[config.mk]
export PLATFORM = sky130hd
export DESIGN_NAME = seq_alu_n
export DESIGN_NICKNAME = d
export VERILOG_FILES = /design/src/rtl/alu_pkg.sv /design/src/rtl/ripple_adder_n.sv /design/src/rtl/seq_alu_n.sv
export SDC_FILE = /design/constraint.sdc
export NUM_CORES = 1
export LEC_CHECK = 0
export BUFFER_PORTS_ARGS = -buffer_cell sky130_fd_sc_hd__buf_2
export CAP_MARGIN = 20
export CORE_MARGIN = 1.5
export CORE_UTILIZATION = 55
export CTS_CLUSTER_DIAMETER = 120
export CTS_CLUSTER_SIZE = 30
export DETAILED_ROUTE_END_ITERATION = 10
export PLACE_DENSITY = 0.88
export SYNTH_ARGS = -nofsm -noshare
export SYNTH_HDL_FRONTEND = slang
export SYNTH_SLANG_ARGS = --single-unit
[constraint.sdc]
create_clock -name Clock -period 4.8 [get_ports Clock]
set_input_delay 0.48 -clock Clock [delete_from_list [all_inputs] [get_ports Clock]]
set_output_delay 0.48 -clock Clock [all_outputs]
set_load 0.005 [all_outputs]
[src/rtl/alu_pkg.sv]
// alu_pkg: opcodes and FSM state encodings shared by the sequential ALU
package alu_pkg;
    localparam logic [2:0] OP_ADD  = 3'b000;
    localparam logic [2:0] OP_SUB  = 3'b001;
    localparam logic [2:0] OP_SEXT = 3'b010;
    localparam logic [2:0] OP_OR   = 3'b011;
    localparam logic [2:0] OP_AND  = 3'b100;
    localparam logic [2:0] OP_CAT  = 3'b101;
    localparam logic [2:0] OP_MUL  = 3'b110;
    localparam logic [2:0] OP_HOLD = 3'b111;
    typedef enum logic {S_IDLE = 1'b0, S_MUL = 1'b1} state_t;
endpackage

[src/rtl/ripple_adder_n.sv]
// ripple_adder_n: N-bit ripple-carry chain of 1-bit full adders
module ripple_adder_n #(
    parameter int N = 4
) (
    input  logic [N-1:0] a,
    input  logic [N-1:0] b,
    input  logic         cin,
    output logic [N-1:0] sum,
    output logic         cout
);
    logic [N:0] c;
    assign c[0] = cin;
    for (genvar i = 0; i < N; i++) begin : g_fa
        assign sum[i]  = a[i] ^ b[i] ^ c[i];
        assign c[i+1]  = (a[i] & b[i]) | (c[i] & (a[i] ^ b[i]));
    end
    assign cout = c[N];
endmodule

[src/rtl/seq_alu_n.sv]
// seq_alu_n: registered ALU with accumulator feedback and shift-add multiply
module seq_alu_n
    import alu_pkg::*;
#(
    parameter int W = 4
) (
    input  logic           Clock,
    input  logic           Reset_b,
    input  logic           start,
    input  logic [2:0]     Function,
    input  logic [W-1:0]   A,
    input  logic [W-1:0]   B,
    input  logic           use_acc,
    output logic [2*W-1:0] ALUout,
    output logic           busy,
    output logic           done
);
    localparam int CW = $clog2(W + 1);
    state_t state, state_n;
    logic [W-1:0] bop, add_b, add_s, mplier;
    logic add_co, sub, mul_co, take, last;
    logic [2*W-1:0] res, mcand, prod, mul_s;
    logic [CW-1:0] cnt;
    assign bop   = use_acc ? ALUout[W-1:0] : B;
    assign sub   = Function == OP_SUB;
    assign add_b = sub ? ~bop : bop;
    assign take  = state == S_IDLE && start;
    assign last  = state == S_MUL && cnt == CW'(W - 1);
    assign busy  = state == S_MUL;
    ripple_adder_n #(.N(W)) u_add (
        .a(A), .b(add_b), .cin(sub), .sum(add_s), .cout(add_co)
    );
    ripple_adder_n #(.N(2 * W)) u_mac (
        .a(prod), .b(mplier[0] ? mcand : '0), .cin(1'b0), .sum(mul_s), .cout(mul_co)
    );
    // single-cycle result select; mul and hold leave the result unchanged
    always_comb begin
        res = ALUout;
        case (Function)
            OP_ADD:  res = {{(W-1){1'b0}}, add_co, add_s};
            OP_SUB:  res = {{W{~add_co}}, add_s};
            OP_SEXT: res = {{W{bop[W-1]}}, bop};
            OP_OR:   res = {{(2*W-1){1'b0}}, |{A, bop}};
            OP_AND:  res = {{(2*W-1){1'b0}}, &{A, bop}};
            OP_CAT:  res = {A, bop};
            default: res = ALUout;
        endcase
    end
    // next state: enter MUL on a multiply start, leave after the W-th iteration
    always_comb begin
        state_n = state;
        if (take && Function == OP_MUL) state_n = S_MUL;
        else if (last) state_n = S_IDLE;
    end
    // state register
    always_ff @(posedge Clock or negedge Reset_b) begin
        if (!Reset_b) state <= S_IDLE;
        else state <= state_n;
    end
    // datapath: result, done pulse and shift-add registers
    always_ff @(posedge Clock or negedge Reset_b) begin
        if (!Reset_b) begin
            ALUout <= '0;
            done   <= 1'b0;
            mcand  <= '0;
            mplier <= '0;
            prod   <= '0;
            cnt    <= '0;
        end else begin
            done <= (take && Function != OP_MUL) || last;
            if (take && Function == OP_MUL) begin
                mcand  <= {{W{1'b0}}, A};
                mplier <= bop;
                prod   <= '0;
                cnt    <= '0;
            end else if (take) begin
                ALUout <= res;
            end else if (state == S_MUL) begin
                prod   <= mul_s;
                mcand  <= mcand << 1;
                mplier <= {mul_co, mplier[W-1:1]};
                cnt    <= cnt + CW'(1);
                if (last) ALUout <= mul_s;
            end
        end
    end
endmodule
==> impl_summary.txt <==
----------------------------------------------------
[Logic synthesis]
  Cell area after technology mapping ... 2080 um^2
  Most area-consuming cells after synthesis ... sky130_fd_sc_hd__dfrtp_1 40%, sky130_fd_sc_hd__fa_1 9.6%, sky130_fd_sc_hd__nand2_1 7.4%
  Number of warnings reported in the yosys synthesis log ... 0
  Ys async rst share ... 100%
  FF+latch count, synth ... 33
  Post-synth top area share ... 39.8%
  Avg Inst Size Synth ... 9.23 um^2
  Ranking of synthesized cells by instance count ... 41 x sky130_fd_sc_hd__nand2_1, 33 x sky130_fd_sc_hd__dfrtp_1, 19 x sky130_fd_sc_hd__nor2_1
  Predominant post-synthesis flop cell ... sky130_fd_sc_hd__dfrtp_1
  Net count after synthesis ... 253
  Sequential area share after synthesis ... 39.8%
  Most instantiated library cell after synthesis ... sky130_fd_sc_hd__nand2_1
  Unique masters post-synth ... 45
  Count of flip-flops with a built-in enable after synthesis ... 0
  Number of standard cells after synthesis ... ~230
  Cell taking the most area after synthesis ... sky130_fd_sc_hd__dfrtp_1

[Worst setup path]
  Worst Setup Path Type ... flip-flop to flip-flop
  Critical register-to-register path startpoint ... mplier[0]
  Cell with the most instances on the worst path ... sky130_fd_sc_hd__fa_1
  Worst setup path start ... mplier[0]
  Setup slack of the worst register-to-register path ... 1070 ps
  Largest stage delay, worst path ... between 400 and 500 ps
  Ordered cell list for the critical path ... and2_1 > ha_1 > inv_1 > fa_1 > fa_1 > fa_1 > fa_1 > inv_1 > fa_1 > fa_1 > inv_1 > fa_1 > nor2_1 > a21oi_1 > a21oi_1
  Worst reg2reg path endpoint ... ALUout[7]
  Last element of the critical path ... ALUout[7]
  Number of cells on the critical path ... 15
  Endpoint type of the worst setup path ... flip-flop
  Largest fanout on the critical path ... 9
  Cells on worst reg2reg path ... 15
  Crit path max-delay family ... adder cells
  Critical-path cell with the highest stage delay ... sky130_fd_sc_hd__fa_1
  Required time of the worst setup path ... 4960 ps
  Crit start category ... flip-flop
  Buffers and inverters on the worst path ... 3
  Data arrival at the endpoint of the critical path ... between 3000 and 4000 ps

[Timing]
  Unrepaired setup endpoints after global routing ... no
  Final period utilization ... 77.8%
  Maximum clock skew at final layout ... 6.11 ps
  Setup tns final ... 0 ps
  Final hold violation count ... 0
  Worst max-slew margin expressed relative to the limit ... between 40% and 50%
  Final setup violation count ... 0
  Fmax achieved ... 268 MHz
  Final critical-path required period ... 3730 ps
  Worst-Margin Slew ... a little under 900 ps
  Pins Over Slew Limit ... 0

[Floorplanning]
  I/O Pins ... 25
  Initial core utilization ... 57.2%
  Placeable Area ... 3630 um^2
  Cell Rows ... 22
  Die Ht ... 64.5 um
  Width of the die ... 64.5 um
  Overall die area ... 4150 um^2

[Clocking]
  Number of buffers inserted during clock tree synthesis ... 5
  # hold bufs at CTS ... 0
  Max Root-Sink Buffers ... 2
  Number of sinks handled by clock tree synthesis ... 33
  Insertion delay to the later sink of the worst-skew pair ... 290 ps
  Clock tree from TritonCTS ... built
  Setup fix buffers added after clock tree synthesis ... 0
  Clock-pin slew of the registers on the worst-case setup and hold paths ... roughly 70 ps
  Clock Tree Root ... sky130_fd_sc_hd__clkbuf_8
  Gates resized, CTS repair ... 0
  Maximum level of the CTS H-tree ... 2

[Flow run]
  Maxcap violations ... 0

[Final layout]
  Net count reported at finish ... 270
  Layout cells sized above 1 ... 16.5%
  FF+latch area ... 826 um^2
  Filler cell count ... 290
  Relative area change from synthesis to final layout ... 9.04%
  Count of inserted antenna diode cells ... 0
  Area of the multi-input gates ... about 1100 um^2
  Non-filler cells, final ... 290

[Pwr]
  Static leakage power ... 0.993 nW
  Largest voltage drop on the vdd net ... 0.000218 V
  Pwr Density ... 551 nW/um^2

[Worst hold path]
  Worst min-delay path class ... primary input to async pin

[Routing]
  Count of unresolved DRC violations after routing ... 0
  Iter 0 DRT Violations ... between 200 and 250
  Final antenna-violating net count ... 0
  Via Count ... approximately 1.7k
  First-pass DRT Iterations ... 5
  Final wirelength ... approximately 4500 um
  Average detailed-routed wire length per instance ... 15.6 um
  Drt via density ... between 5 and 6

[Global routing]
  Largest net degree at the start of global routing ... 34
  Global route total overflow ... 0
  Via count of the first global-routing pass ... about 1.6k
  Wire length of the first global-routing pass ... around 7500 um
  Initial antenna violation count ... 0
  Total routing usage reported by global routing ... 24.3%

[Placement]
  Detail Placement HPWL ... about 3100 um
  Placed Instances ... 283
  Quantity of I/O buffers inserted on ports ... 24
  Gpl congestion ... 0.858

[Status]
  Run status ... completed

----------------------------------------------------
## layout by cell type, fill, tap and decap left out, types with 2 or more instances in the layout
cell type | Yosys | final
sky130_fd_sc_hd__dfrtp_1 | 33 | 33
sky130_fd_sc_hd__nand2_1 | 41 | 41
sky130_fd_sc_hd__inv_1 | 11 | 11
sky130_fd_sc_hd__xnor2_1 | 3 | 3
sky130_fd_sc_hd__o22ai_1 | 6 | 6
sky130_fd_sc_hd__a21o_2 | 2 | 2
sky130_fd_sc_hd__a22oi_1 | 5 | 5
sky130_fd_sc_hd__fa_1 | 10 | 10
sky130_fd_sc_hd__and2_1 | 4 | 4
sky130_fd_sc_hd__a31oi_1 | 3 | 3
sky130_fd_sc_hd__xor2_1 | 2 | 2
sky130_fd_sc_hd__o21ai_0 | 16 | 16
sky130_fd_sc_hd__a221oi_1 | 3 | 3
sky130_fd_sc_hd__nand3_1 | 4 | 4
sky130_fd_sc_hd__mux2_2 | 3 | 3
sky130_fd_sc_hd__buf_2 | 3 | 24
sky130_fd_sc_hd__ha_1 | 3 | 3
sky130_fd_sc_hd__clkbuf_8 | 2 | 5
sky130_fd_sc_hd__mux2i_1 | 3 | 3
sky130_fd_sc_hd__nand2b_1 | 3 | 3
sky130_fd_sc_hd__o22a_1 | 2 | 2
sky130_fd_sc_hd__nor2_1 | 19 | 19
sky130_fd_sc_hd__a221o_1 | 3 | 3
sky130_fd_sc_hd__a21oi_1 | 15 | 15
## layer usage
layer  vias to the layer above  part of all wire (%)  global-route usage [%]
li1                        810                     -                       -
met5                         -                     0                       0
met3                        16                   7.9                    7.12
met2                        88                    46                    37.1
met4                         0                   3.3                    10.6
met1                       825                    43                    32.5
## sequential cells by signal (all words and copies together), names as in the netlist
| register | flops |
|---|---|
| done | 1 |
| ALUout | 8 |
| prod | 8 |
| cnt | 3 |
| mplier | 4 |
| mcand | 8 |
| busy | 1 |
## kinds of logic after synthesis
| kind of cell | after synthesis | share of synthesized area, % |
|---|---|---|
| adders and majority gates | 13 | 11.4 |
| xor gates and xnor gates | 5 | 2.11 |
| AOI/OAI and AO/OA | 61 | 19.1 |
| muxes | 7 | 3.61 |
| and+or+nand+nor | 81 | 17.4 |
| buffers and inverters | 25 | 6.63 |
| DFF | 33 | 39.8 |
## area by class of cell
type                       instances  area share [%]
tap                               48            2.65
timing repair buffer              24            5.30
sequential                        33            36.5
clock buffer                       5            3.04
clock inverter                     2            1.55
inverter                          11            1.82
multi-input combinational        167            49.2
## stage by stage
stage	utilization (%)	hold slack, ps	power [mW]	setup slack, ps	area, um^2
after floorplan	-	184	0.855	1240	2080
after global placement	59.5	492	0.973	1240	2160
after detailed placement	59.5	496	0.991	1110	2160
after CTS	62.3	276	1.25	1070	2260
after global routing	62.3	305	1.36	898	2260
final	62.3	244	1.25	1070	2260
## worst min-delay path by stage
stage / start / end / slack, ps / cells after the start
6_report: Reset_b / mcand[2] / 240 / 1
5_1_grt: Reset_b / busy / 300 / 1
4_1_cts: Reset_b / busy / 280 / 1
3_5_place_dp: cnt[0] / cnt[0] / 500 / 1
3_3_place_gp: mcand[6] / mcand[7] / 490 / 2
2_1_floorplan: Reset_b / ALUout[0] / 180 / 0
## power breakdown
part / switching [mW] / leakage, nW / internal, mW
combinational: 0.273 / 0.513 / 0.207
clock: 0.101 / 0.0540 / 0.151
sequential: 0.116 / 0.425 / 0.401
Power figures use the tool's default switching activity.
